File: src/rtl/key_scan_debounce.sv
// ---------------------------------------------------------------------------
// key_scan_debounce
//   Multi-channel key debouncer with press/release edge pulses, one-shot
//   long-press detection and auto-repeat while a key stays held.
//
//   Each raw pin is resynchronised (2 flops), converted to a "pressed" bit,
//   and debounced against a shared millisecond-style tick. A per-channel FSM
//   turns the debounced level into long-press and repeat events.
//
// Ports
//   clk          rising-edge clock
//   rst_n        asynchronous active-low reset
//   key_in       [CH] raw asynchronous key pins
//   key_level    [CH] debounced pressed state (1 = pressed)
//   key_press    [CH] one-cycle pulse on an accepted press
//   key_release  [CH] one-cycle pulse on an accepted release
//   key_long     [CH] one-cycle pulse once per press at the long-press point
//   key_repeat   [CH] one-cycle pulse every REPEAT_MS ticks after long press
//
// Per-channel FSM
//   state       | meaning
//   ST_RELEASED | key debounced as not pressed
//   ST_PRESSED  | key pressed, hold_cnt counting toward long-press point
//   ST_HELD     | long press reported, hold_cnt counting repeat interval
// ---------------------------------------------------------------------------
module key_scan_debounce #(
  parameter int CH          = 4,
  parameter int FREQ        = 50,
  parameter int TICK_CYCLES = FREQ * 1000,
  parameter int DEBOUNCE_MS = 20,
  parameter int LONG_MS     = 1000,
  parameter int REPEAT_MS   = 200,
  parameter int ACTIVE_LOW  = 1
) (
  input  logic          clk,
  input  logic          rst_n,
  input  logic [CH-1:0] key_in,
  output logic [CH-1:0] key_level,
  output logic [CH-1:0] key_press,
  output logic [CH-1:0] key_release,
  output logic [CH-1:0] key_long,
  output logic [CH-1:0] key_repeat
);

  localparam int PRE_W    = $clog2(TICK_CYCLES) + 1;
  localparam int DB_W     = $clog2(DEBOUNCE_MS) + 1;
  localparam int LONG_GAP = LONG_MS - DEBOUNCE_MS;
  localparam int HOLD_MAX = (LONG_GAP > REPEAT_MS) ? LONG_GAP : REPEAT_MS;
  localparam int HOLD_W   = $clog2(HOLD_MAX) + 1;

  localparam logic [PRE_W-1:0]  PRE_LAST  = PRE_W'(TICK_CYCLES - 1);
  localparam logic [DB_W-1:0]   DB_LAST   = DB_W'(DEBOUNCE_MS - 1);
  localparam logic [HOLD_W-1:0] LONG_LAST = HOLD_W'(LONG_GAP - 1);
  localparam logic [HOLD_W-1:0] REP_LAST  = HOLD_W'((REPEAT_MS > 0) ? REPEAT_MS - 1 : 0);

  // Idle pin level; also the XOR mask that turns a pin into "pressed".
  localparam logic [CH-1:0] IDLE_LVL = {CH{(ACTIVE_LOW != 0)}};

  typedef enum logic [1:0] {
    ST_RELEASED = 2'd0,
    ST_PRESSED  = 2'd1,
    ST_HELD     = 2'd2
  } state_t;

  // -------------------------------------------------------------------------
  // Synchronizers. They reset to the idle pin level so that a key held
  // through reset is seen as a fresh press once reset is released.
  // -------------------------------------------------------------------------
  logic [CH-1:0] r_sync1;
  logic [CH-1:0] r_sync2;
  logic [CH-1:0] w_raw;

  always_ff @(posedge clk or negedge rst_n) begin
    if (!rst_n) begin
      r_sync1 <= IDLE_LVL;
      r_sync2 <= IDLE_LVL;
    end else begin
      r_sync1 <= key_in;
      r_sync2 <= r_sync1;
    end
  end

  assign w_raw = r_sync2 ^ IDLE_LVL;

  // -------------------------------------------------------------------------
  // Shared tick prescaler: 0..TICK_CYCLES-1, tick on the last count.
  // -------------------------------------------------------------------------
  logic [PRE_W-1:0] r_pre;
  logic             w_tick;

  assign w_tick = (r_pre == PRE_LAST);

  always_ff @(posedge clk or negedge rst_n) begin
    if (!rst_n) begin
      r_pre <= '0;
    end else if (w_tick) begin
      r_pre <= '0;
    end else begin
      r_pre <= r_pre + PRE_W'(1);
    end
  end

  // -------------------------------------------------------------------------
  // Per-channel debounce and press FSM.
  // -------------------------------------------------------------------------
  for (genvar g = 0; g < CH; g++) begin : g_ch
    logic [DB_W-1:0]   r_db_cnt;
    logic              r_level;
    logic              r_press;
    logic              r_release;
    state_t            r_state;
    logic [HOLD_W-1:0] r_hold_cnt;
    logic              r_long;
    logic              r_repeat;

    logic w_differs;
    logic w_accept;
    logic w_acc_press;
    logic w_acc_release;

    assign w_differs     = (w_raw[g] != r_level);
    assign w_accept      = w_tick && w_differs && (r_db_cnt == DB_LAST);
    assign w_acc_press   = w_accept && !r_level;
    assign w_acc_release = w_accept && r_level;

    // Debounce: any cycle where the raw level agrees with the accepted level
    // restarts the count, so only an uninterrupted run of ticks is accepted.
    always_ff @(posedge clk or negedge rst_n) begin
      if (!rst_n) begin
        r_db_cnt  <= '0;
        r_level   <= 1'b0;
        r_press   <= 1'b0;
        r_release <= 1'b0;
      end else begin
        r_press   <= 1'b0;
        r_release <= 1'b0;
        if (!w_differs) begin
          r_db_cnt <= '0;
        end else if (w_tick) begin
          if (r_db_cnt == DB_LAST) begin
            r_db_cnt  <= '0;
            r_level   <= ~r_level;
            r_press   <= ~r_level;
            r_release <= r_level;
          end else begin
            r_db_cnt <= r_db_cnt + DB_W'(1);
          end
        end
      end
    end

    // Press FSM. The acceptance edge of a press is itself a tick and does
    // not count toward hold time; the release check comes first in every
    // state so a release landing on a threshold tick suppresses the event.
    always_ff @(posedge clk or negedge rst_n) begin
      if (!rst_n) begin
        r_state    <= ST_RELEASED;
        r_hold_cnt <= '0;
        r_long     <= 1'b0;
        r_repeat   <= 1'b0;
      end else begin
        r_long   <= 1'b0;
        r_repeat <= 1'b0;
        case (r_state)
          ST_RELEASED: begin
            if (w_acc_press) begin
              r_state    <= ST_PRESSED;
              r_hold_cnt <= '0;
            end
          end
          ST_PRESSED: begin
            if (w_acc_release) begin
              r_state    <= ST_RELEASED;
              r_hold_cnt <= '0;
            end else if (w_tick) begin
              if (r_hold_cnt == LONG_LAST) begin
                r_state    <= ST_HELD;
                r_hold_cnt <= '0;
                r_long     <= 1'b1;
              end else begin
                r_hold_cnt <= r_hold_cnt + HOLD_W'(1);
              end
            end
          end
          ST_HELD: begin
            if (w_acc_release) begin
              r_state    <= ST_RELEASED;
              r_hold_cnt <= '0;
            end else if ((REPEAT_MS > 0) && w_tick) begin
              if (r_hold_cnt == REP_LAST) begin
                r_hold_cnt <= '0;
                r_repeat   <= 1'b1;
              end else begin
                r_hold_cnt <= r_hold_cnt + HOLD_W'(1);
              end
            end
          end
          default: begin
            r_state    <= ST_RELEASED;
            r_hold_cnt <= '0;
          end
        endcase
      end
    end

    assign key_level[g]   = r_level;
    assign key_press[g]   = r_press;
    assign key_release[g] = r_release;
    assign key_long[g]    = r_long;
    assign key_repeat[g]  = r_repeat;
  end

endmodule

File: config.mk
export PLATFORM = sky130hd
export DESIGN_NAME = key_scan_debounce
export DESIGN_NICKNAME = d
export VERILOG_FILES = /design/src/rtl/key_scan_debounce.sv
export SDC_FILE = /design/constraint.sdc
export NUM_CORES = 1
export LEC_CHECK = 0
export CAP_MARGIN = 20
export CELL_PAD_IN_SITES_DETAIL_PLACEMENT = 1
export CELL_PAD_IN_SITES_GLOBAL_PLACEMENT = 1
export CORE_ASPECT_RATIO = 1.2
export CORE_UTILIZATION = 35
export DETAILED_ROUTE_END_ITERATION = 6
export GPL_TIMING_DRIVEN = 1
export HOLD_SLACK_MARGIN = 0.02
export PLACE_DENSITY_LB_ADDON = 0.1
export SLEW_MARGIN = 20
export SYNTH_ARGS = -nofsm -noshare
export SYNTH_HDL_FRONTEND = slang
export SYNTH_SLANG_ARGS = --single-unit
File: constraint.sdc
create_clock -name clk -period 4.55 [get_ports clk]
set_clock_uncertainty 0.1 [all_clocks]
set_input_delay 0.91 -clock clk [delete_from_list [all_inputs] [get_ports clk]]
set_output_delay 0.91 -clock clk [all_outputs]
set_load 0.005 [all_outputs]
; Word-level counts from Yosys, hierarchy flattened
; Index checks and enable logic that the tools add are counted.
[word_totals]
latch_bits = 0
mem_count = 0
input_bits = 6
out_inout_bits = 20
word_cells = 259
ram_bits = 0
rom_bits = 0
reg_bits = 121
[op_classes]
n_bitwise = 5
n_eq_ne = 49
n_reduce_logical = 36
addsub = 9
n_mux = 125
n_mul = 0
n_div = 0
n_shift = 0
n_lt_le_gt_ge = 0
[ops]
columns = op, n
row1 = 11-bit 2-to-1 mux, 28
row2 = 11-bit case mux with 3 select lines, 4
row3 = 6-bit 2-to-1 mux, 12
row4 = 1-bit 2-to-1 mux, 56
row5 = "11-bit by 1-bit adder with 11-bit output, second input constant", 4
row6 = "11-bit by 10-bit equality test with 1-bit output, second input constant", 4
row7 = "11-bit by 8-bit equality test with 1-bit output, second input constant", 4
row8 = 2-bit 2-to-1 mux, 20
row9 = "3-bit inequality test, second input constant", 12
row10 = "6-bit by 1-bit adder with 6-bit output, second input constant", 4
row11 = "6-bit by 5-bit equality test with 1-bit output, second input constant", 4
row12 = "2-bit inequality test, second input constant", 12
row13 = 2-bit case mux with 3 select lines, 4
row14 = 3-bit AND reduction, 8
row15 = "17-bit by 1-bit adder with 17-bit output, second input constant", 1
row16 = "17-bit by 16-bit equality test with 1-bit output, second input constant", 1
row17 = 17-bit 2-to-1 mux, 1
row18 = 1-bit logical AND, 16
row19 = 4-bit AND reduction, 4
row20 = "2-bit by 1-bit equality test with 1-bit output, second input constant", 4
row21 = "2-bit equality test, second input constant", 4
row22 = 2-bit zero test, 4
row23 = 1-bit zero test, 4
row24 = 1-bit inequality test, 4
row25 = other kinds (2), 5

; Logic depth before layout (Yosys ltp)
[logic_depth]
word_depth = 7
mapped_depth = 9
depth_no_buf = 7

; Least setup slack after synthesis
; No wires, ideal clock.
[synth_path]
path_kind = reg-to-reg
start = register g_ch[3].r_db_cnt[0]
end = register g_ch[3].r_hold_cnt[2]
stages_incl_launch_ff = 10
setup_slack_ps = 2225
t_arrival_ps = 2104
synth_period_minus_slack_ps = 2325
setup_time_ps = 121
path_buffers = 2
required_time_ps = 4329
cell_sequence = dfrtp_1 ha_1 and4bb_2 nand2b_1 or3_1 and3_1 buf_6 nor2b_4 buf_6 a22o_1
[synth_between]
elab_chain_cells = 5
word_cells_on_any_way = 11
classes_between = eq/ne: 4 / mux: 3 / reduce/logical: 4
[synth_rtl]
columns = element, line_no
row1 = start: declaration, 107  ; logic [DB_W-1:0] r_db_cnt;
row2 = start signal: assignment, 146  ; r_db_cnt <= r_db_cnt + DB_W'(1);
row3 = 6-bit by 5-bit equality test with 1-bit output *, 122  ; assign w_accept = w_tick && w_differs && (r_db_cnt == DB_LAST);
row4 = 1-bit logical AND *, 122
row5 = "1-bit logical AND, on equally long branches", "124, 123"
row6 = "3-bit inequality test (no source line), or another cell as far along", n/a
row7 = 3-bit AND reduction (no source line) or 11-bit case mux with 3 select lines (tied branches), n/a
row8 = end signal: assignment, 181  ; r_hold_cnt <= r_hold_cnt + HOLD_W'(1);
row9 = end signal: assignment, 194  ; r_hold_cnt <= r_hold_cnt + HOLD_W'(1);
row10 = end: declaration, 112  ; logic [HOLD_W-1:0] r_hold_cnt;
; Every way passes the cells marked *; elsewhere a longest branch is shown, timed or not.
; A chain may end at the register's enable or synchronous reset.

; Worst setup path after layout
[layout_path]
start = register r_pre[0]
end = register g_ch[1].r_hold_cnt[2]
[layout_between]
elab_chain_cells = 6
word_cells_on_any_way = 12
classes_between = eq/ne: 4 / mux: 3 / reduce/logical: 5
[layout_rtl]
columns = element, line_no
row1 = start: declaration, 88  ; logic [PRE_W-1:0] r_pre;
row2 = start signal: assignment, 99  ; r_pre <= r_pre + PRE_W'(1);
row3 = 17-bit by 16-bit equality test with 1-bit output *, 91  ; assign w_tick = (r_pre == PRE_LAST);
row4 = 1-bit logical AND (2 in series), 122
row5 = "1-bit logical AND, on equally long branches", "124, 123"
row6 = "3-bit inequality test (no source line), or another cell as far along", n/a
row7 = 3-bit AND reduction (no source line) or 11-bit case mux with 3 select lines (tied branches), n/a
row8 = end signal: assignment, 181
row9 = end signal: assignment, 194
row10 = end: declaration, 112
; Marked as above.

==> flow_summary.yaml <==
layout:
  post-route-util_pct: 41.52
  final_layout_size_suffix_gt1_share_pct: 10.52
  fill_cells: 2094
  multi_input_area_mm2: 0.003227
  area_delta_synth_final_pct: 15.27
  instances_no_fill: 946
  register_area_mm2: 0.003038
  diodes: 0
  nNetsFinal: 708
  stdcell_area_mm2: 0.007630
timing:
  post-route-period-util_pct: 67.50
  fin_setup_tns_ns: 0
  finalCriticalPeriod_ns: 3.071
  holdWs_ns: 0.2597
  setup_ws_ns: 1.479
  setup_viol: 0
  worst_slew_pin_slew_ns: 0.8031
  fmax_mhz: 325.6
  finalHoldViolCount: 0
  max-slew-margin-rel_pct: 46.46
  final_max_slew_viol_count: 0
  rsz0062_at_grt: "no"
place:
  dp_slack_ns: 1.506
  place_congestion: 0.8078
  placed_area_mm2: 0.006964
  hpwl_um: 11250
  port_buffers: 25
  dp.cells: 914
critical_path:
  start_kind: "register"
  crit_chain: "ha_1 > and4bb_2 > and4_1 > a31oi_1 > or2_1 > nor2_1 > a22o_1"
  cp_slowest_cell: "and4_1"
  worstPathArrival_ns: 3.33
  max_stage_delay_ns: 0.61
  path_max_fanout: 17
  end_kind: "register"
  cp_data_required_time_ns: 4.81
  critPathTopFamily: "simple AND/OR/NAND/NOR gates"
  reg2reg_from: "r_pre[0]"
  crit_buf_inv: 0
  critPathLaunch: "r_pre[0]"
  rrSetupSlack_ns: 1.48
  setup.worst_path.class: "register to register"
clock_network:
  tritoncts: "built"
  hold_buffers: 0
  cts_resized: 0
  cts_buffer_depth: 2
  insertion_delay_ns: 0.42
  clk_pin_slew_ns: 0.06
  clock-root-buffer: "clkbuf_16"
  postCtsSetupRepairBufs: 0
  cts_sinks: 121
  cts_max_level: 4
  cts-buffers-inserted: 17
global_routing:
  grt_pass1_wl_um: 27610
  grt-ovfl-total: 0
  grt_pass1_vias: 5561
  grt_max_degree: 77
  track_usage_pct: 17.88
  antenna_found_initial: 0
pwr:
  power_mw: 2.621
  powerDensity_mw_per_mm2: 343.5
  leakage_nw: 3.295
  peakVddDrop_mv: 0.2281
synth:
  syn_inst: 671
  ys_seq_elements: 121
  yosysWarnings: 0
  synth_cell_types: 72
  synth_ff_type: "dfrtp_1"
  syn_avg_cell_area_um2: 9.864
  syn_area_mm2: 0.006619
  async_flop_share_pct: 100.0
  synth_seq_area_share_pct: 45.90
  synth_edf_count: 0
  syn_nets: 698
route:
  wl_per_cell_um: 16.99
  drtAntennaViolNets: 0
  dr_total_vias: 5099
  routed_wl_um: 16080
  drtIter0Drc: 157
  drcViolationCount: 0
  via_per_inst: 5.390
  firstDrtPassIters: 4
floorplan:
  die_h_um: 152.6
  core_mm2: 0.01838
  fp.dieW_um: 127.5
  die_area_mm2: 0.01947
  row_count: 54
  ios: 26
  start_util_pct: 36.02
run_status:
  outcome: "finished, final reports clean"
min_path:
  hold_class: "register to register"
  hold_path_startpoint: "r_sync1[0]"
run:
  drv_cap: 0
[registers in the layout, indices dropped and copies added, names as in the netlist]
name,flops
g_ch.r_state,8
g_ch.r_press,4
r_pre,17
g_ch.r_long,4
g_ch.r_hold_cnt,44
r_sync1,4
g_ch.r_level,4
r_sync2,4
g_ch.r_repeat,4
g_ch.r_db_cnt,24
g_ch.r_release,4
[power breakdown]
group	internal (mW)	total [mW]	switching [mW]
combinational	0.00670	0.0327	0.0260
clock	0.989	1.50	0.512
sequential	1.08	1.09	0.00391
total	2.08	2.62	0.541
[cell type report]
class / instances / share of cell area, %
multi-input cells: 487 / 42.29
repair buffers: 30 / 3.952
well taps: 252 / 4.132
clock buffers: 22 / 6.478
inverters: 24 / 1.181
clock inverters: 10 / 2.148
flip-flops and latches: 121 / 39.82
[synth_stat cells, drive strengths merged, types with 6 or more instances]
cell	instances	area, µm²
nand2	49	183.9
dfstp	8	210.2
nor3	22	115.1
ha	21	262.8
buf	34	249.0
inv	24	90.09
and3	32	200.2
a22o	37	324.1
dfrtp	113	2828
and4	6	52.55
nand4	13	81.33
nor2	66	257.8
a21oi	24	120.1
nor4	11	75.07
xnor2	6	52.55
nor2b	17	113.9
or3	10	67.56
nand3	30	155.1
a21o	8	60.06
xor2	21	183.9
o21ai	36	183.9
[placed cells by master, fill, tap and decap left out, types with 5 or more instances in the layout]
| master | Yosys | layout |
|---|---|---|
| nor2_1 | 64 | 64 |
| ha_1 | 21 | 21 |
| nand2_1 | 49 | 49 |
| and4_1 | 6 | 6 |
| nand3_1 | 29 | 29 |
| and3_1 | 32 | 32 |
| inv_1 | 24 | 24 |
| o21ai_1 | 8 | 7 |
| a22o_1 | 37 | 37 |
| dfstp_2 | 8 | 8 |
| a21oi_1 | 24 | 24 |
| clkbuf_16 | 0 | 17 |
| nand4_1 | 13 | 13 |
| clkdlybuf4s50_1 | 0 | 24 |
| a21o_1 | 8 | 8 |
| xor2_1 | 21 | 21 |
| nor2b_1 | 16 | 16 |
| o21ai_0 | 27 | 27 |
| o22ai_1 | 5 | 5 |
| clkbuf_8 | 0 | 5 |
| xnor2_1 | 6 | 6 |
| nor3_1 | 21 | 21 |
| or3_1 | 9 | 9 |
| dfrtp_1 | 113 | 113 |
| nor4_1 | 10 | 10 |
[per-layer routing]
metal	share of wire (%)	wire, µm	vias up	global-route usage, %
met5	0	0	-	0
met4	1.2	199	0	5.385
met3	2.8	454	18	4.073
met2	50	8022	52	31.20
met1	46	7401	2581	21.72
li1	-	-	2448	-
[cell families after synthesis]
family / count (synthesis) / share of synthesized area, %
buf+inv: 63 / 5.406
flops: 121 / 45.90
fa+ha+maj: 21 / 3.970
simple gates: 288 / 24.23
compound gates: 146 / 16.09
xor+xnor: 27 / 3.573
mux: 5 / 0.8317
[worst reg2reg max path, cell delays in order, from the launching register on]
cell,delay [ns]
dfrtp_1,0.40
ha_1,0.26
and4bb_2,0.26
and4_1,0.61
a31oi_1,0.32
or2_1,0.38
nor2_1,0.46
a22o_1,0.22
[worst paths after layout]
kind | endpoint | cells after the start
setup / recovery | g_ch[1].r_hold_cnt[2] | 7
hold / removal | r_sync2[0] | 0
setup reg to reg | g_ch[1].r_hold_cnt[2] | 7
hold reg to reg | r_sync2[0] | 0
max in group asynchronous | r_sync1[0] | 2
min in group asynchronous | g_ch[0].r_hold_cnt[10] | 1
(Power assumes the default switching activity.)
